`src/rtl/serial_parity_acc.sv`:
```
// Frame accumulator: places serial bits LSB first and keeps their running XOR.
module serial_parity_acc #(
  parameter int DATA_W = 3,
  localparam int BIT_W = $clog2(DATA_W + 1)
) (
  input  logic              clk,
  input  logic              rst,
  input  logic              clr,
  input  logic              en,
  input  logic [BIT_W-1:0]  idx,
  input  logic              din,
  output logic [DATA_W-1:0] data,
  output logic              xor_acc
);

  always_ff @(posedge clk or posedge rst) begin
    if (rst) begin
      data    <= '0;
      xor_acc <= 1'b0;
    end else if (clr) begin
      data    <= '0;
      xor_acc <= 1'b0;
    end else if (en) begin
      for (int i = 0; i < DATA_W; i++) begin
        if (idx == BIT_W'(i)) data[i] <= din;
      end
      xor_acc <= xor_acc ^ din;
    end
  end

endmodule

```
`config.mk`:
```
export PLATFORM = sky130hd
export DESIGN_NAME = serial_parity_acc
export DESIGN_NICKNAME = d
export VERILOG_FILES = /design/src/rtl/serial_parity_acc.sv
export SDC_FILE = /design/constraint.sdc
export NUM_CORES = 1
export LEC_CHECK = 0
export CAP_MARGIN = 20
export CORE_AREA = 2 2 39 41
export CTS_BUF_LIST = sky130_fd_sc_hd__clkbuf_16
export CTS_CLUSTER_DIAMETER = 80
export DETAILED_ROUTE_END_ITERATION = 6
export DIE_AREA = 0 0 41 43
export MAX_ROUTING_LAYER = met4
export PLACE_DENSITY_LB_ADDON = 0.05
export REMOVE_ABC_BUFFERS = 1
export SYNTH_ARGS = -nofsm -noshare
export SYNTH_HDL_FRONTEND = slang
export SYNTH_SLANG_ARGS = --single-unit
```
`constraint.sdc`:
```
create_clock -name clk -period 1 [get_ports clk]
set_clock_uncertainty 0.2 [all_clocks]
set_input_delay 0.3 -clock clk [delete_from_list [all_inputs] [get_ports clk]]
set_output_delay 0.3 -clock clk [all_outputs]
set_load 0.01 [all_outputs]
```
---- After elaboration in Yosys (flattened, before gate mapping) ----
Index checks and enable logic that the tools add are counted.
word-level totals
  input bits .............................. 7
  register bits ........................... 4
  output and inout port bits .............. 4
cells by class
  muxes and demuxes ....................... 7
  reductions and logical operators ........ 8
  bitwise operators ....................... 1
  equal/unequal tests ..................... 2
operators with widths
  operator                                              count
  nonzero test 2 bit                                    4
  two-way mux 3 bit                                     2
  AND reduction 2 bit                                   3
  two-way mux 1 bit                                     5
  equality test 2 x 1 -> 1 bit (second input constant)  1
  equality test 2 bit (second input constant)           1
  zero test 2 bit                                       1
  XOR 1 bit                                             1

---- Longest topological paths before layout ----
Gate-level depths: netlist of run 1.
  word-level depth ........................ 4
  gate-level depth with buffers ........... 2
  depth with buffers taken out ............ 2

---- Worst setup path before layout of run 1 ----
No wires, ideal clock.
  path kind ............................... reg2reg
  start ................................... register xor_acc
  end ..................................... register xor_acc
  data required time ...................... 0.723 ns
  arrival time ............................ 0.678 ns
  stages on the path, launching flop included .. 3
  path slack .............................. 0.045 ns
  cell sequence ........................... dfrtp_1 a21bo_1 a21oi_1
between the ends
  cells in the longest elaborated chain, start to end .. 3
RTL lines
  item                    RTL line  RTL
  from (decl)             13        output logic xor_acc
  from (signal assigned)  27        xor_acc <= xor_acc ^ din;
  XOR 1 bit               27
  two-way mux 1 bit       23        end else if (en) begin
  two-way mux 1 bit       20        end else if (clr) begin
No other way between the ends. The select of a mux whose other input is x is not followed.
A chain may end at the register's enable or synchronous reset.

---- Worst setup path after layout of run 1 ----
  start ................................... register xor_acc
  end ..................................... output port xor_acc
No word-level cell between the ends.

==> results of run 1 <==
layout make-up:
type                       count  area (µm²)
multi-input combinational     13         123
inverter                       1        3.75
clock buffer                   3        75.1
tap                           16        20.0
timing repair buffer          14        97.6
fill                         160         965
sequential                     4         100
power by group through the flow:
stage / Sequential (mW) / Combinational, mW / Clock [mW]
2_1_floorplan: 0.178 / 0.0227 / 0
3_3_place_gp: 0.175 / 0.0825 / 0
3_5_place_dp: 0.175 / 0.0823 / 0
4_1_cts: 0.173 / 0.0772 / 0.620
5_1_grt: 0.174 / 0.0881 / 0.635
6_report: 0.173 / 0.0792 / 0.610
per-layer routing:
| metal | vias to the layer above | routed length (µm) | global-route usage (%) |
|---|---|---|---|
| met5 | - | 0 | - |
| met4 | 0 | 0 | 8.00 |
| met3 | 0 | 32 | 1.57 |
| met2 | 6 | 253 | 9.69 |
| met1 | 84 | 207 | 8.77 |
| li1 | 96 | - | - |
synthesized netlist by cell type:
cell type | count | area share (%)
inv_1 | 1 | 1.8
nand2b_1 | 4 | 12
a21oi_1 | 1 | 2.4
a21bo_1 | 1 | 4.8
nand3b_1 | 3 | 11
dfrtp_1 | 4 | 48
mux2i_1 | 3 | 14
nor3b_2 | 1 | 6.0
stage by stage:
step	setup WS [ps]	TNS (ps)	instances
final	-237	-979	51
after global routing	-259	-1080	51
after CTS	-232	-987	50
after detailed placement	-509	-3390	47
after global placement	-491	-3320	47
after floorplan	45.1	0	18
timing repair:
| item | in CTS | in global routing |
|---|---|---|
| hold buffers | 0 | 0 |
| buffers inserted | 0 | 2 |
| hold endpoints to repair | 0 | 0 |
| pin swaps | 2 | 2 |
| gates cloned | 0 | 0 |
| resized for setup | 28 | 6 |
| setup endpoints to repair | 8 | 8 |
worst max-delay path by stage:
stage               slack [ps]                  end                start  cells after the start
floorplan                   50  xor_acc$_DFFE_PP0P_  xor_acc$_DFFE_PP0P_                      2
global placement          -490  data[0]$_DFFE_PP0P_                   en                      3
detailed placement        -510  data[0]$_DFFE_PP0P_                   en                      3
CTS                       -230              xor_acc  xor_acc$_DFFE_PP0P_                      1
global route              -260              data[0]  data[0]$_DFFE_PP0P_                      1
finish                    -240              xor_acc  xor_acc$_DFFE_PP0P_                      1
registers in the layout, summed over array words and instances, names as in the netlist:
register	cells
data	3
xor_acc	1
kinds of logic (layout without fill, tap and decap cells):
group	after synthesis	count (layout)	share of synthesized area, %
buffers and inverters	1	18	1.79
flip-flops	4	4	47.9
AND/OR/NAND/NOR	8	8	28.7
multiplexers	3	3	14.4
AO/OA/AOI/OAI	2	2	7.18
==> reports/qor.txt, run 1 <==
Total Routing Usage GR - 7.53%
Post-Route WL - 494 µm
CTS tree - yes
Hold Crit Class - in -> async
Via count - 186
Syn. warnings - 0
Initial drt markers - 0
Wirelength per Cell - 9.69 µm
Synthesized area per cell - 11.6 µm²
Sw frac - 15.8%
Clk pwr share - 70.7%
Post-layout min period - 1240 ps
P per Cell Area - 2060 nW/µm²
Comb power frac - 9.2%
Core ar. - 1380 µm²
Largest net degree at the start of global routing - 6
Vias in the first global route - 217
DRT Pass-1 Iters - 1
Area delta synth->final - 101%
Worst rel slew slack - 90.5%
Total CTS buffers - 3
Fin. Hold Viols - 0
Die Y - 43 µm
FP Rows - 14
DIE AREA - 1760 µm²
Reg2reg start - xor_acc$_DFFE_PP0P_
Maximum vdd ir drop - 1020 µV
Static Leak - 0.215 nW
Worst Path Buf+Inv - 1
Post-layout util - 30.3%
H-tree levels - 1
Synth unique cells - 8
Worst Setup End Kind - output pin
R2R Setup Slk - -80 ps
Psw - 0.136 mW
Via density per instance - 3.65
Global route total overflow - 0
Post-synthesis cell area - 209 µm²
Most frequent cells in the layout - buf_2 (6), dfrtp_1 (4)
Critical path, cell by cell - buf_2
Highest net fanout along the worst path - 2
Critical-path top delay cell - dfrtp_1
# diodes - 0
Internal power - 0.726 mW
Hold Slack - 57.0 ps
Final ANT Viol Nets - 0
Crit path kind - reg -> out
RSZ-0062 raised after global routing - yes
R2R cell count - 3
Net count, final - 44
Starting density of the core - 15.1%
Input/output buffers - 10
Clock slew at the register clock pins of the worst setup and hold paths - 30 ps
Finish-stage setup viols - 5
Design Power - 0.862 mW
Seq/Total Area, Yosys - 47.9%
CTS max path bufs - 2
R2r endpoint - xor_acc$_DFFE_PP0P_
Critical path startpoint category - register
Worst EP required - 500 ps
CP Data Arrival Time - 740 ps
Max cap viols - 0
Mapped Cells - 18
DRC - 0
Layout cells sized above 1 - 48.6%
Placed cell area - 352 µm²
Fraction of power consumed by sequential logic - 20.1%
Antenna violations before repair - 0
Worst-Margin Slew - 138 ps
Die Span X - 41 µm
Yosys reg bits - 4
Slowest stage delay, CP - 370 ps
Most common cell after layout, fill and taps aside - buf_2
Clock latency on the worst-skew pair - 220 ps
First-pass GRT wire length - 821 µm
Root Driver - clkbuf_16
Outcome - complete, but fails checks
Fmax - 808 MHz
CP top delay family - flip-flops
Failing checks - negative setup slack
CTS sink cnt - 4
# IOs - 11
Final worst setup slack - -237 ps
Max-slew violation count - 0
Fin area - 419 µm²
Final period util - 124%
Placer Congestion - 0.579
Power figures use the tool's default switching activity.
==> inputs of run 2 (changes only) <==
--- a/config.mk
+++ b/config.mk
@@ -7,13 +7,14 @@
 export LEC_CHECK = 0
 export CAP_MARGIN = 20
 export CORE_AREA = 2 2 39 41
-export CTS_BUF_LIST = sky130_fd_sc_hd__clkbuf_16
 export CTS_CLUSTER_DIAMETER = 80
 export DETAILED_ROUTE_END_ITERATION = 6
 export DIE_AREA = 0 0 41 43
+export GPL_TIMING_DRIVEN = 1
 export MAX_ROUTING_LAYER = met4
 export PLACE_DENSITY_LB_ADDON = 0.05
 export REMOVE_ABC_BUFFERS = 1
+export SKIP_LAST_GASP = 1
 export SYNTH_ARGS = -nofsm -noshare
 export SYNTH_HDL_FRONTEND = slang
 export SYNTH_SLANG_ARGS = --single-unit
==> run 2 against run 1 <==
  * The run still ends with negative setup slack left
  * Power decreased by 49%
  * Via count unchanged
  * Non-clock buffer count unchanged
  * Worst hold slack worse by 6.5 ps
  * Maximum frequency fell by 0.59%
  * Count of clock-buffer cells in the layout unchanged
  * Combinational power shrank 0.5%
==> reports/qor.txt, run 2 (same netlist as run 1, synthesis figures left out) <==
Outcome - complete, but fails checks (unchanged)
Failing checks - negative setup slack (unchanged)
Largest net degree at the start of global routing - 6 (unchanged)
Via density per instance - 3.65 (unchanged)
Area delta synth->final - 74.9% (was 101%)
Hold Crit Class - in -> async (unchanged)
Fin. Hold Viols - 0 (unchanged)
Regs by FF count - data (3), xor_acc (1) (unchanged)
Fmax - 804 MHz (was 808 MHz)
Root Driver - clkbuf_4 (was clkbuf_16)
Crit path kind - reg -> out (unchanged)
Critical path startpoint category - register (unchanged)
Static Leak - 0.192 nW (was 0.215 nW)
Maximum vdd ir drop - 534 µV (was 1020 µV)
Vias in the first global route - 216 (was 217)
First-pass GRT wire length - 821 µm (unchanged)
P per Cell Area - 1200 nW/µm² (was 2060 nW/µm²)
Most frequent cells in the layout - buf_2 (6), dfrtp_1 (4) (unchanged)
Final worst setup slack - -245 ps (was -237 ps)
# diodes - 0 (unchanged)
Layout cells sized above 1 - 48.6% (unchanged)
CTS sink cnt - 4 (unchanged)
Setup TNS - -1010 ps (was -979 ps)
Final period util - 124% (about the same)
Clock slew at the register clock pins of the worst setup and hold paths - 30 ps (about the same)
Worst Setup End Kind - output pin (unchanged)
Post-layout min period - 1240 ps (about the same)
Initial drt markers - 0 (unchanged)
Wirelength per Cell - 9.31 µm (was 9.69 µm)
Largest register FFs - 3 (unchanged)
CP top delay family - flip-flops (unchanged)
Global route total overflow - 0 (unchanged)
Slowest stage delay, CP - 380 ps (was 370 ps)
Max-slew violation count - 0 (unchanged)
Fin area - 365 µm² (was 419 µm²)
Antenna violations before repair - 0 (unchanged)
Clock latency on the worst-skew pair - 230 ps (was 220 ps)
Starting density of the core - 15.1% (unchanged)
DRC - 0 (unchanged)
DIE AREA - 1760 µm² (unchanged)
H-tree levels - 1 (unchanged)
Post-Route WL - 475 µm (was 494 µm)
# IOs - 11 (unchanged)
Via count - 186 (unchanged)
Most flops, register - data (unchanged)
Post-layout util - 26.4% (was 30.3%)
Worst Path Buf+Inv - 1 (unchanged)
Fill cell count - 165 (was 160)
Worst-Margin Slew - 138 ps (about the same)
CTS max path bufs - 2 (unchanged)
Cells after DPL - 47 (unchanged)
Net count, final - 44 (unchanged)
Final Non-Filler Cells - 51 (unchanged)
RSZ-0062 raised after global routing - yes (unchanged)
Final ANT Viol Nets - 0 (unchanged)
CTS tree - yes (unchanged)
Most common cell after layout, fill and taps aside - buf_2 (unchanged)
CP Data Arrival Time - 740 ps (about the same)
Input/output buffers - 10 (unchanged)
Placer Congestion - 0.579 (unchanged)
Critical path, cell by cell - buf_2 (unchanged)
Max cap viols - 0 (unchanged)
Core ar. - 1380 µm² (unchanged)
Hold Slack - 50.5 ps (was 57.0 ps)
Worst rel slew slack - 90.5% (about the same)
FP Rows - 14 (unchanged)
Die Y - 43 µm (unchanged)
Total Routing Usage GR - 7.74% (was 7.53%)
Highest net fanout along the worst path - 2 (unchanged)
Total CTS buffers - 3 (unchanged)
Die Span X - 41 µm (unchanged)
Worst EP required - 500 ps (about the same)
Critical-path top delay cell - dfrtp_1 (unchanged)
Finish-stage setup viols - 5 (unchanged)
Placed cell area - 352 µm² (unchanged)
Cts hold-fix bufs - 0 (unchanged)
DRT Pass-1 Iters - 1 (unchanged)
run 2: cell types whose count changed in the layout (fill, tap and decap cells not counted), sizes merged:
cell           previous run  this run
clkdlybuf4s15             1         0
dlygate4sd2               1         2
run 2: area by class of cell:
class | instances | area, µm² | area share (%)
multi-input cells | 13 | 123 | 33.6
inverters | 1 | 3.75 | 1.03
well taps | 16 | 20.0 | 5.48
repair buffers | 14 | 96.3 | 26.4
clock buffers | 3 | 22.5 | 6.16
flip-flops and latches | 4 | 100 | 27.4
run 2: timing repair:
action | CTS | global route
pin swaps | 2 | 2
gates resized for setup | 28 | 5
buffers inserted | 0 | 2
endpoints found under the setup margin | 8 | 8
hold endpoints to repair | 0 | 0
run 2: routing by layer:
metal | global-route usage, % | share of wire [%]
met1 | 8.44 | 40
met2 | 9.69 | 53
met3 | 3.14 | 6.7
met4 | 8.00 | 0
met5 | - | 0
run 2: worst paths after layout:
path | startpoint | endpoint | slack, ps | cells past startpoint
worst max-delay path | xor_acc$_DFFE_PP0P_ | xor_acc | -240 | 1
worst min-delay path | rst | data[0]$_DFFE_PP0P_ | 50 | 2
worst max register to register | xor_acc$_DFFE_PP0P_ | xor_acc$_DFFE_PP0P_ | -80 | 3
worst min register to register | data[0]$_DFFE_PP0P_ | data[0]$_DFFE_PP0P_ | 340 | 2
max in group asynchronous | rst | data[1]$_DFFE_PP0P_ | 410 | 2
min in group clk | idx[1] | data[0]$_DFFE_PP0P_ | 200 | 3
run 2: stage by stage:
step,worst slack (ps),power (mW)
2_1_floorplan,45.1,0.201
3_3_place_gp,-491,0.257
3_5_place_dp,-509,0.257
4_1_cts,-248,0.450
5_1_grt,-284,0.478
6_report,-245,0.439
run 2: power by group:
group	switching, mW	total, mW	internal, mW
logic	0.0327	0.0788	0.0460
clock network	0.0540	0.187	0.133
registers	0.00350	0.173	0.169
